[config.mk]
export PLATFORM = sky130hd
export DESIGN_NAME = alu_cmd_issuer
export DESIGN_NICKNAME = d
export VERILOG_FILES = /design/src/rtl/alu_cmd_issuer.sv
export SDC_FILE = /design/constraint.sdc
export NUM_CORES = 1
export LEC_CHECK = 0
export CAP_MARGIN = 20
export CORE_MARGIN = 3
export CORE_UTILIZATION = 35
export DETAILED_ROUTE_END_ITERATION = 12
export DONT_BUFFER_PORTS = 1
export PLACE_DENSITY = 0.58
export SLEW_MARGIN = 20
export SYNTH_ARGS = -nofsm -noshare
export SYNTH_HDL_FRONTEND = slang
export SYNTH_SLANG_ARGS = --single-unit
[constraint.sdc]
create_clock -name clk -period 1.9 [get_ports clk]
set_input_delay 0.38 -clock clk [delete_from_list [all_inputs] [get_ports clk]]
set_output_delay 0.38 -clock clk [all_outputs]
set_load 0.05 [all_outputs]
[src/rtl/alu_cmd_issuer.sv]
// alu_cmd_issuer: command FIFO and result register in front of a 4-bit combinational ALU.
//   clk, rst             : single clock, synchronous active-high reset
//   cmd_valid/cmd_ready  : producer handshake; carries cmd_select, cmd_x, cmd_y
//   alu_select/x/y       : FIFO head driven to the ALU (zero when the FIFO is empty)
//   alu_out              : combinational ALU result, captured on issue
//   res_valid/res_ready  : consumer handshake; carries res_data, res_select, res_tag
//   busy                 : FIFO non-empty or an unconsumed result is held
module alu_cmd_issuer #(
  parameter int unsigned WIDTH = 4,
  parameter int unsigned DEPTH = 4,
  parameter int unsigned TAG_W = 4
) (
  input  logic               clk,
  input  logic               rst,
  input  logic               cmd_valid,
  output logic               cmd_ready,
  input  logic [2:0]         cmd_select,
  input  logic [WIDTH-1:0]   cmd_x,
  input  logic [WIDTH-1:0]   cmd_y,
  output logic [2:0]         alu_select,
  output logic [WIDTH-1:0]   alu_x,
  output logic [WIDTH-1:0]   alu_y,
  input  logic [2*WIDTH-1:0] alu_out,
  output logic               res_valid,
  input  logic               res_ready,
  output logic [2*WIDTH-1:0] res_data,
  output logic [2:0]         res_select,
  output logic [TAG_W-1:0]   res_tag,
  output logic               busy
);

  localparam int unsigned PtrW = (DEPTH > 1) ? $clog2(DEPTH) : 1;
  localparam int unsigned CntW = PtrW + 1;

  logic [2:0]       sel_mem [DEPTH];
  logic [WIDTH-1:0] x_mem   [DEPTH];
  logic [WIDTH-1:0] y_mem   [DEPTH];

  logic [PtrW-1:0]    wr_ptr_q, rd_ptr_q;
  logic [CntW-1:0]    count_q;
  logic [TAG_W-1:0]   tag_q;
  logic               res_valid_q;
  logic [2*WIDTH-1:0] res_data_q;
  logic [2:0]         res_select_q;
  logic [TAG_W-1:0]   res_tag_q;

  logic not_empty;
  logic push;
  logic pop;

  assign not_empty = (count_q != '0);
  // Registered-state only: no combinational path from res_ready to cmd_ready.
  assign cmd_ready = (count_q < CntW'(DEPTH));
  assign push      = cmd_valid && cmd_ready;
  // Head is only visible once registered, so an entry pushed into an empty FIFO cannot bypass.
  assign pop       = not_empty && (!res_valid_q || res_ready);

  always_comb begin
    alu_select = '0;
    alu_x      = '0;
    alu_y      = '0;
    if (not_empty) begin
      alu_select = sel_mem[rd_ptr_q];
      alu_x      = x_mem[rd_ptr_q];
      alu_y      = y_mem[rd_ptr_q];
    end
  end

  // Storage needs no reset: it is never observed while count_q is zero.
  always_ff @(posedge clk) begin
    if (push) begin
      sel_mem[wr_ptr_q] <= cmd_select;
      x_mem[wr_ptr_q]   <= cmd_x;
      y_mem[wr_ptr_q]   <= cmd_y;
    end
  end

  always_ff @(posedge clk) begin
    if (rst) begin
      wr_ptr_q     <= '0;
      rd_ptr_q     <= '0;
      count_q      <= '0;
      tag_q        <= '0;
      res_valid_q  <= 1'b0;
      res_data_q   <= '0;
      res_select_q <= '0;
      res_tag_q    <= '0;
    end else begin
      if (push) wr_ptr_q <= wr_ptr_q + PtrW'(1);
      if (pop)  rd_ptr_q <= rd_ptr_q + PtrW'(1);

      case ({push, pop})
        2'b10:   count_q <= count_q + CntW'(1);
        2'b01:   count_q <= count_q - CntW'(1);
        default: count_q <= count_q;
      endcase

      if (pop) begin
        res_valid_q  <= 1'b1;
        res_data_q   <= alu_out;
        res_select_q <= alu_select;
        res_tag_q    <= tag_q;
        tag_q        <= tag_q + TAG_W'(1);
      end else if (res_valid_q && res_ready) begin
        res_valid_q <= 1'b0;
      end
    end
  end

  assign res_valid  = res_valid_q;
  assign res_data   = res_data_q;
  assign res_select = res_select_q;
  assign res_tag    = res_tag_q;
  assign busy       = not_empty || res_valid_q;

endmodule

==> summary.txt, run 1 <==
Route
  • 1st-pass router iterations: 5
  • DRT iter0 DRCs: 105
  • DRT Wirelength: 5780 um
  • Number of routed nets with antenna violations: 0
  • DR vias: 1699
  • DRC Markers: 0
  • DR vias/cell: 5.01
  • Avg WL per Cell: 17.1 um

Timing
  • Setup repair after global routing missed its margin: true
  • Final min period: 1.97 ns
  • Worst Max-Slew Pin Slew: 0.573 ns
  • Fin crit share: 1.04
  • Setup Viol. Count Final: 11
  • Post-Route Skew: 0.0153 ns
  • Fin. max-slew vios: 0
  • Final worst slack: -0.0722 ns
  • Fmax: 507 MHz
  • Relative slew slack: 0.618
  • Final Hold Vio Count: 0

Yosys
  • Sequential share of the synthesized area: 0.651
  • Synth Area in Compound Gates: 0.0865
  • Synth Net Count: 246
  • Post-Synthesis Cells: 216
  • Synth area leader: edfxtp_1
  • Synth warn: 0
  • Yosys reg bits: 73
  • Synthesized cell area: 0.00292 sq mm
  • Post-synthesis area per instance: 13.5 sq um
  • Netlist cell types: 29
  • Largest cells by area after synthesis: edfxtp_1 (45%), dfxtp_1 (20%), mux4_2 (8.5%), a21oi_1 (3.9%), and2_1 (3.2%)
  • Multiplexer area fraction after synthesis: 0.0882
  • Largest family of logic cells by synthesized area: simple AND/OR/NAND/NOR gates
  • XOR/XNOR share of the synthesized area: 0.00899
  • Synth Area in Adders: 0.0325
  • Simple-gate share of the synthesized area: 0.0964
  • Top-area cell type share of the netlist area: 0.452

Die
  • Initial Util: 0.369
  • Die Y: 97.4 um
  • Die span in x: 97.4 um
  • Core area: 0.00793 sq mm
  • I/O Pins: 52
  • Die footprint: 0.00948 sq mm
  • # rows: 32

Power and ir drop
  • Leak: 1.18 nW
  • IR drop worst, VDD: 0.583 mV
  • Power density over the cells: 1810 mW/mm^2

CTS
  • Clk buf depth: 2
  • Clk slew on worst S/H paths: 0.08 ns
  • Cts hold-fix bufs: 0
  • H-Tree Depth: 3
  • Clock sinks: 73
  • CTS root buffer: clkbuf_8
  • Latest clock arrival within the worst-skew pair: 0.35 ns
  • CTS tree: built
  • Clock buffer count from CTS: 9

Min path
  • Worst Hold Depth: 1
  • Hold endpoint: res_data[2]
  • Hold WC Path Type: input port to flop
  • Hold Startpoint: rst

Global route
  • Initial antenna violation count: 0
  • Largest net degree at the start of global routing: 31
  • Global-route wire length before repair: 9470 um
  • Grt ovf: 0
  • GRT Total Usage: 0.129
  • Vias in the first global route: 1797

Critical path
  • Crit path launch type: flop
  • CP delay by family, top: multiplexers
  • Launching point of the worst reg2reg path: count_q[1]
  • CP Cell Sequence: buf_8 -> mux4_2 -> and2_4
  • Crit path kind: flop to primary output
  • Crit-path max FO: 6
  • Required time of the critical path: 1.52 ns
  • CP bufs+invs: 1
  • Crit. End Element: primary output
  • WP data arrival: 1.59 ns
  • Worst r2r dst: count_q[2]
  • R2R depth: 8
  • CP max stage cell: mux4_2
  • Max incr delay on CP: 0.51 ns
  • R2R setup slack: 0.09 ns

Outcome
  • Failing checks: negative setup slack
  • Run status: finished with violations

Layout
  • Multi-input gate area: 977 sq um
  • Layout Nets: 262
  • Most frequent cells in the layout: edfxtp_1 (44), dfxtp_1 (25), a21oi_1 (23)
  • Area Growth Syn to Fin: 18.4%
  • Share of layout cells above drive strength 1: 0.283
  • Final core occ: 0.436
  • Design area: 0.00346 sq mm
  • Filler cell count: 726
  • Commonest non-fill, non-tap cell in the layout: edfxtp_1
  • Flip-flop and latch area: 0.00191 sq mm
  • Antenna Cells: 0

Placement
  • Port bufs: 0
  • Dpl hpwl: 3770 um
  • Final GP Congestion: 0.647
  • Dpl cell area: 0.00315 sq mm

Flow run
  • Max Cap Violations: 0
## cell type report
type                       count  area share
sequential                    73       0.552
inverter                       9     0.00976
clock inverter                 7      0.0221
clock buffer                   9      0.0358
multi-input combinational    119       0.282
tap                          102      0.0369
timing repair buffer          20      0.0611
## repair_timing
action / CTS / global route
buffers inserted: 2 / 2
cloned: 0 / 1
setup endpoints to repair: 12 / 13
pin swaps: 0 / 1
gates resized for setup: 28 / 3
## flip-flops by register name, indices dropped and copies added, names as in the netlist, named ones only
register / cells
res_tag: 4
y_mem: 16
wr_ptr_q: 2
res_select: 3
rd_ptr_q: 2
res_data: 8
tag_q: 4
x_mem: 16
sel_mem: 12
count_q: 3
res_valid: 1
## worst max path at each step
stage                           from             to  depth (start not counted)
after floorplan            res_valid     count_q[2]                          9
after global placement          flop  alu_select[0]                          3
after detailed placement  count_q[2]     count_q[2]                          8
after CTS                       flop       alu_x[3]                          3
after global routing            flop  alu_select[0]                          3
final                           flop  alu_select[0]                          3
## Yosys cell counts
| library cell | count |
|---|---|
| clkbuf_1 | 7 |
| inv_1 | 9 |
| o21ai_1 | 1 |
| nor2_1 | 8 |
| nor2b_1 | 2 |
| buf_6 | 1 |
| nand3_1 | 17 |
| o31ai_1 | 1 |
| and2_1 | 15 |
| o21ai_0 | 18 |
| or3_1 | 3 |
| fa_1 | 1 |
| mux2i_1 | 1 |
| xnor2_1 | 1 |
| ha_1 | 6 |
| or3_4 | 1 |
| buf_1 | 2 |
| a31o_1 | 2 |
| or4_1 | 1 |
| buf_2 | 4 |
| nor3_2 | 1 |
| mux4_2 | 11 |
| edfxtp_1 | 44 |
| dfxtp_1 | 29 |
| a311oi_1 | 2 |
| a21oi_1 | 23 |
| xor2_1 | 2 |
| buf_4 | 1 |
| nand2b_1 | 2 |
## metrics by stage
stage | power, mW | hold WS, ns | setup slack, ns | TNS, ns | instances
after global placement | 4.69 | 0.444 | 0.127 | 0 | 318
after global routing | 6.62 | 0.0632 | -0.154 | -1.41 | 339
after detailed placement | 4.71 | 0.445 | 0.0966 | 0 | 318
final | 6.25 | 0.0877 | -0.0722 | -0.557 | 339
after CTS | 6.17 | 0.0702 | -0.105 | -0.919 | 336
after floorplan | 4.25 | 0.452 | -0.0404 | -0.0404 | 216
## cells by family after synthesis
logic type | count (synthesis)
flip-flops | 73
AO/OA/AOI/OAI | 47
adder cells (fa/ha/maj) | 7
multiplexers | 12
buffers and inverters | 24
AND/OR/NAND/NOR | 50
XOR/XNOR | 3
## where the power goes
group,internal (mW),switching (mW)
Combinational,1.05,1.56
Clock,0.617,0.598
Sequential,1.97,0.450
Total,3.64,2.61
## routing by layer
layer / routed length [um] / vias to the layer above / track usage
li1: - / 825 / -
met1: 2530 / 839 / 0.164
met2: 2880 / 27 / 0.193
met3: 262 / 8 / 0.0395
met4: 109 / 0 / 0.0767
met5: 0 / - / 0
No activity file was read; power rests on OpenSTA's default activity.
==> run 2: changes to the inputs <==
--- a/config.mk
+++ b/config.mk
@@ -8,6 +8,7 @@
 export CAP_MARGIN = 20
 export CORE_MARGIN = 3
 export CORE_UTILIZATION = 35
+export CTS_BUF_LIST = sky130_fd_sc_hd__clkbuf_16
 export DETAILED_ROUTE_END_ITERATION = 12
 export DONT_BUFFER_PORTS = 1
 export PLACE_DENSITY = 0.58
@@ -15,3 +16,4 @@
 export SYNTH_ARGS = -nofsm -noshare
 export SYNTH_HDL_FRONTEND = slang
 export SYNTH_SLANG_ARGS = --single-unit
+export TNS_END_PERCENT = 5
==> run 2 against run 1 <==
Effect of this change:
- the run still ends with negative setup slack left
- worst hold slack gained 0.035 ns
- final cell count shrank 0.88%
- sequential share of layout area shrank 0.87 points
- sequential power is essentially flat
- routed wire length shrank 3.0%
- first-iteration DRC count shrank 13%
- count of clock-buffer cells in the layout is the same
- combinational power shrank 6%
- largest power group unchanged
==> summary.txt, run 2 (same netlist as run 1, synthesis figures left out) <==
CTS
  • Cts hold-fix bufs: 0 (unchanged)
  • Clock sinks: 73 (unchanged)
  • Clk buf depth: 2 (unchanged)
  • CTS tree: built (unchanged)
  • CTS root buffer: clkbuf_16 (was clkbuf_8)
  • H-Tree Depth: 3 (unchanged)
  • Latest clock arrival within the worst-skew pair: 0.32 ns (was 0.35 ns)
  • Clock buffer count from CTS: 9 (unchanged)
  • Clk slew on worst S/H paths: 0.06 ns (was 0.08 ns)

Placement
  • Dpl cell area: 0.00315 sq mm (unchanged)
  • Dpl hpwl: 3770 um (unchanged)
  • Final GP Congestion: 0.647 (unchanged)
  • Port bufs: 0 (unchanged)

Power and ir drop
  • Leak: 1.20 nW (was 1.18 nW)
  • IR drop worst, VDD: 0.723 mV (was 0.583 mV)
  • Tot Pwr: 6.54 mW (was 6.25 mW)
  • Power density over the cells: 1860 mW/mm^2 (was 1810 mW/mm^2)

Timing
  • Setup repair after global routing missed its margin: true (unchanged)
  • Hold WS: 0.123 ns (was 0.0877 ns)
  • Fmax: 515 MHz (was 507 MHz)
  • Fin. max-slew vios: 0 (unchanged)
  • Fin crit share: 1.02 (was 1.04)
  • Final min period: 1.94 ns (was 1.97 ns)
  • Setup Viol. Count Final: 11 (unchanged)
  • Relative slew slack: 0.621 (was 0.618)
  • Final worst slack: -0.0433 ns (was -0.0722 ns)
  • Final Hold Vio Count: 0 (unchanged)
  • Post-Route Skew: 0.00636 ns (was 0.0153 ns)
  • Worst Max-Slew Pin Slew: 0.567 ns (was 0.573 ns)

Layout
  • Commonest non-fill, non-tap cell in the layout: edfxtp_1 (unchanged)
  • Filler cell count: 722 (was 726)
  • Multi-input gate area: 977 sq um (unchanged)
  • Flip-flop and latch area: 0.00191 sq mm (about the same)
  • Share of layout cells above drive strength 1: 0.274 (was 0.283)
  • Layout Nets: 259 (was 262)
  • Antenna Cells: 0 (unchanged)
  • Design area: 0.00352 sq mm (was 0.00346 sq mm)
  • Most frequent cells in the layout: edfxtp_1 (44), dfxtp_1 (25), a21oi_1 (23) (unchanged)
  • Area Growth Syn to Fin: 20.5% (was 18.4%)
  • Biggest regs: x_mem: 16 flops, y_mem: 16 flops, sel_mem: 12 flops (unchanged)

Die
  • Core area: 0.00793 sq mm (unchanged)
  • Die Y: 97.4 um (unchanged)
  • Initial Util: 0.369 (unchanged)
  • I/O Pins: 52 (unchanged)
  • Die span in x: 97.4 um (unchanged)
  • # rows: 32 (unchanged)
  • Die footprint: 0.00948 sq mm (unchanged)

Route
  • DR vias/cell: 4.97 (was 5.01)
  • DR vias: 1669 (was 1699)
  • DRC Markers: 0 (unchanged)
  • Number of routed nets with antenna violations: 0 (unchanged)
  • DRT Wirelength: 5610 um (was 5780 um)
  • 1st-pass router iterations: 5 (unchanged)
  • Avg WL per Cell: 16.7 um (was 17.1 um)
  • DRT iter0 DRCs: 91 (was 105)

Flow run
  • Max Cap Violations: 0 (unchanged)

Global route
  • GRT Total Usage: 0.125 (was 0.129)
  • Vias in the first global route: 1800 (was 1797)
  • Initial antenna violation count: 0 (unchanged)
  • Grt ovf: 0 (unchanged)
  • Global-route wire length before repair: 9450 um (was 9470 um)
  • Largest net degree at the start of global routing: 31 (unchanged)

Critical path
  • Crit-path max FO: 6 (unchanged)
  • Launching point of the worst reg2reg path: count_q[1] (unchanged)
  • R2R setup slack: 0.11 ns (was 0.09 ns)
  • Worst r2r dst: count_q[2] (unchanged)
  • R2R depth: 8 (unchanged)
  • Crit path kind: flop to primary output (unchanged)
  • Crit. End Element: primary output (unchanged)
  • Required time of the critical path: 1.52 ns (about the same)
  • Crit path launch type: flop (unchanged)
  • WP data arrival: 1.56 ns (was 1.59 ns)

Outcome
  • Run status: finished with violations (unchanged)
  • Failing checks: negative setup slack (unchanged)

Min path
  • Hold WC Path Type: input port to flop (unchanged)
  • Worst Hold Depth: 1 (unchanged)
  • Hold Startpoint: rst (unchanged)
  • Hold endpoint: res_data[3] (was res_data[2])
==> run 2: cell count changes in the layout (fill, tap and decap cells not counted), sizes merged <==
cell    delta
buf        -2
clkbuf     -1
==> run 2: worst max-delay path by stage <==
stage	start	endpoint	slack [ns]	cells past startpoint
floorplan	res_valid	count_q[2]	-0.04	9
global placement	flop	alu_select[0]	0.13	3
detailed placement	count_q[2]	count_q[2]	0.1	8
CTS	flop	alu_x[3]	-0.06	3
global route	flop	alu_select[0]	-0.11	3
finish	flop	alu_select[0]	-0.04	3
==> run 2: area by class of cell <==
class / instances / share of cell area
flip-flops and latches: 73 / 0.543
multi-input cells: 119 / 0.278
clock buffers: 9 / 0.0640
repair buffers: 17 / 0.0476
well taps: 102 / 0.0363
clock inverters: 7 / 0.0217
inverters: 9 / 0.00960
==> run 2: power by group <==
group | switching [mW] | internal (mW) | total (mW)
Sequential | 0.450 | 1.98 | 2.43
Combinational | 1.52 | 0.928 | 2.45
Clock | 0.642 | 1.03 | 1.67
Total | 2.61 | 3.93 | 6.54
==> run 2: critical path, stage by stage (launching register included) <==
cell	delay, ns
dfxtp_4	0.36
buf_8	0.14
mux4_2	0.51
and2_4	0.24
==> run 2: through the flow <==
stage          setup WS [ns]  std cells  setup TNS [ns]   util
2_1_floorplan        -0.0404        216         -0.0404      -
3_3_place_gp           0.127        318               0  0.397
3_5_place_dp          0.0966        318               0  0.397
4_1_cts              -0.0649        336          -0.476  0.443
5_1_grt               -0.112        336          -0.949  0.444
6_report             -0.0433        336          -0.222  0.444
==> run 2: what timing repair did <==
action	CTS	global route
resized for setup	27	4
buffers inserted	2	0
endpoints found under the setup margin	12	13
hold endpoints to repair	0	0
==> run 2: layer usage <==
| metal | vias up | routed length (um) | GRT usage | share of wire |
|---|---|---|---|---|
| li1 | 821 | - | - | - |
| met2 | 29 | 2730 | 0.195 | 0.49 |
| met3 | 4 | 269 | 0.0452 | 0.048 |
| met5 | - | 0 | 0 | 0 |
| met4 | 0 | 52 | 0.0415 | 0.0093 |
| met1 | 815 | 2560 | 0.164 | 0.46 |
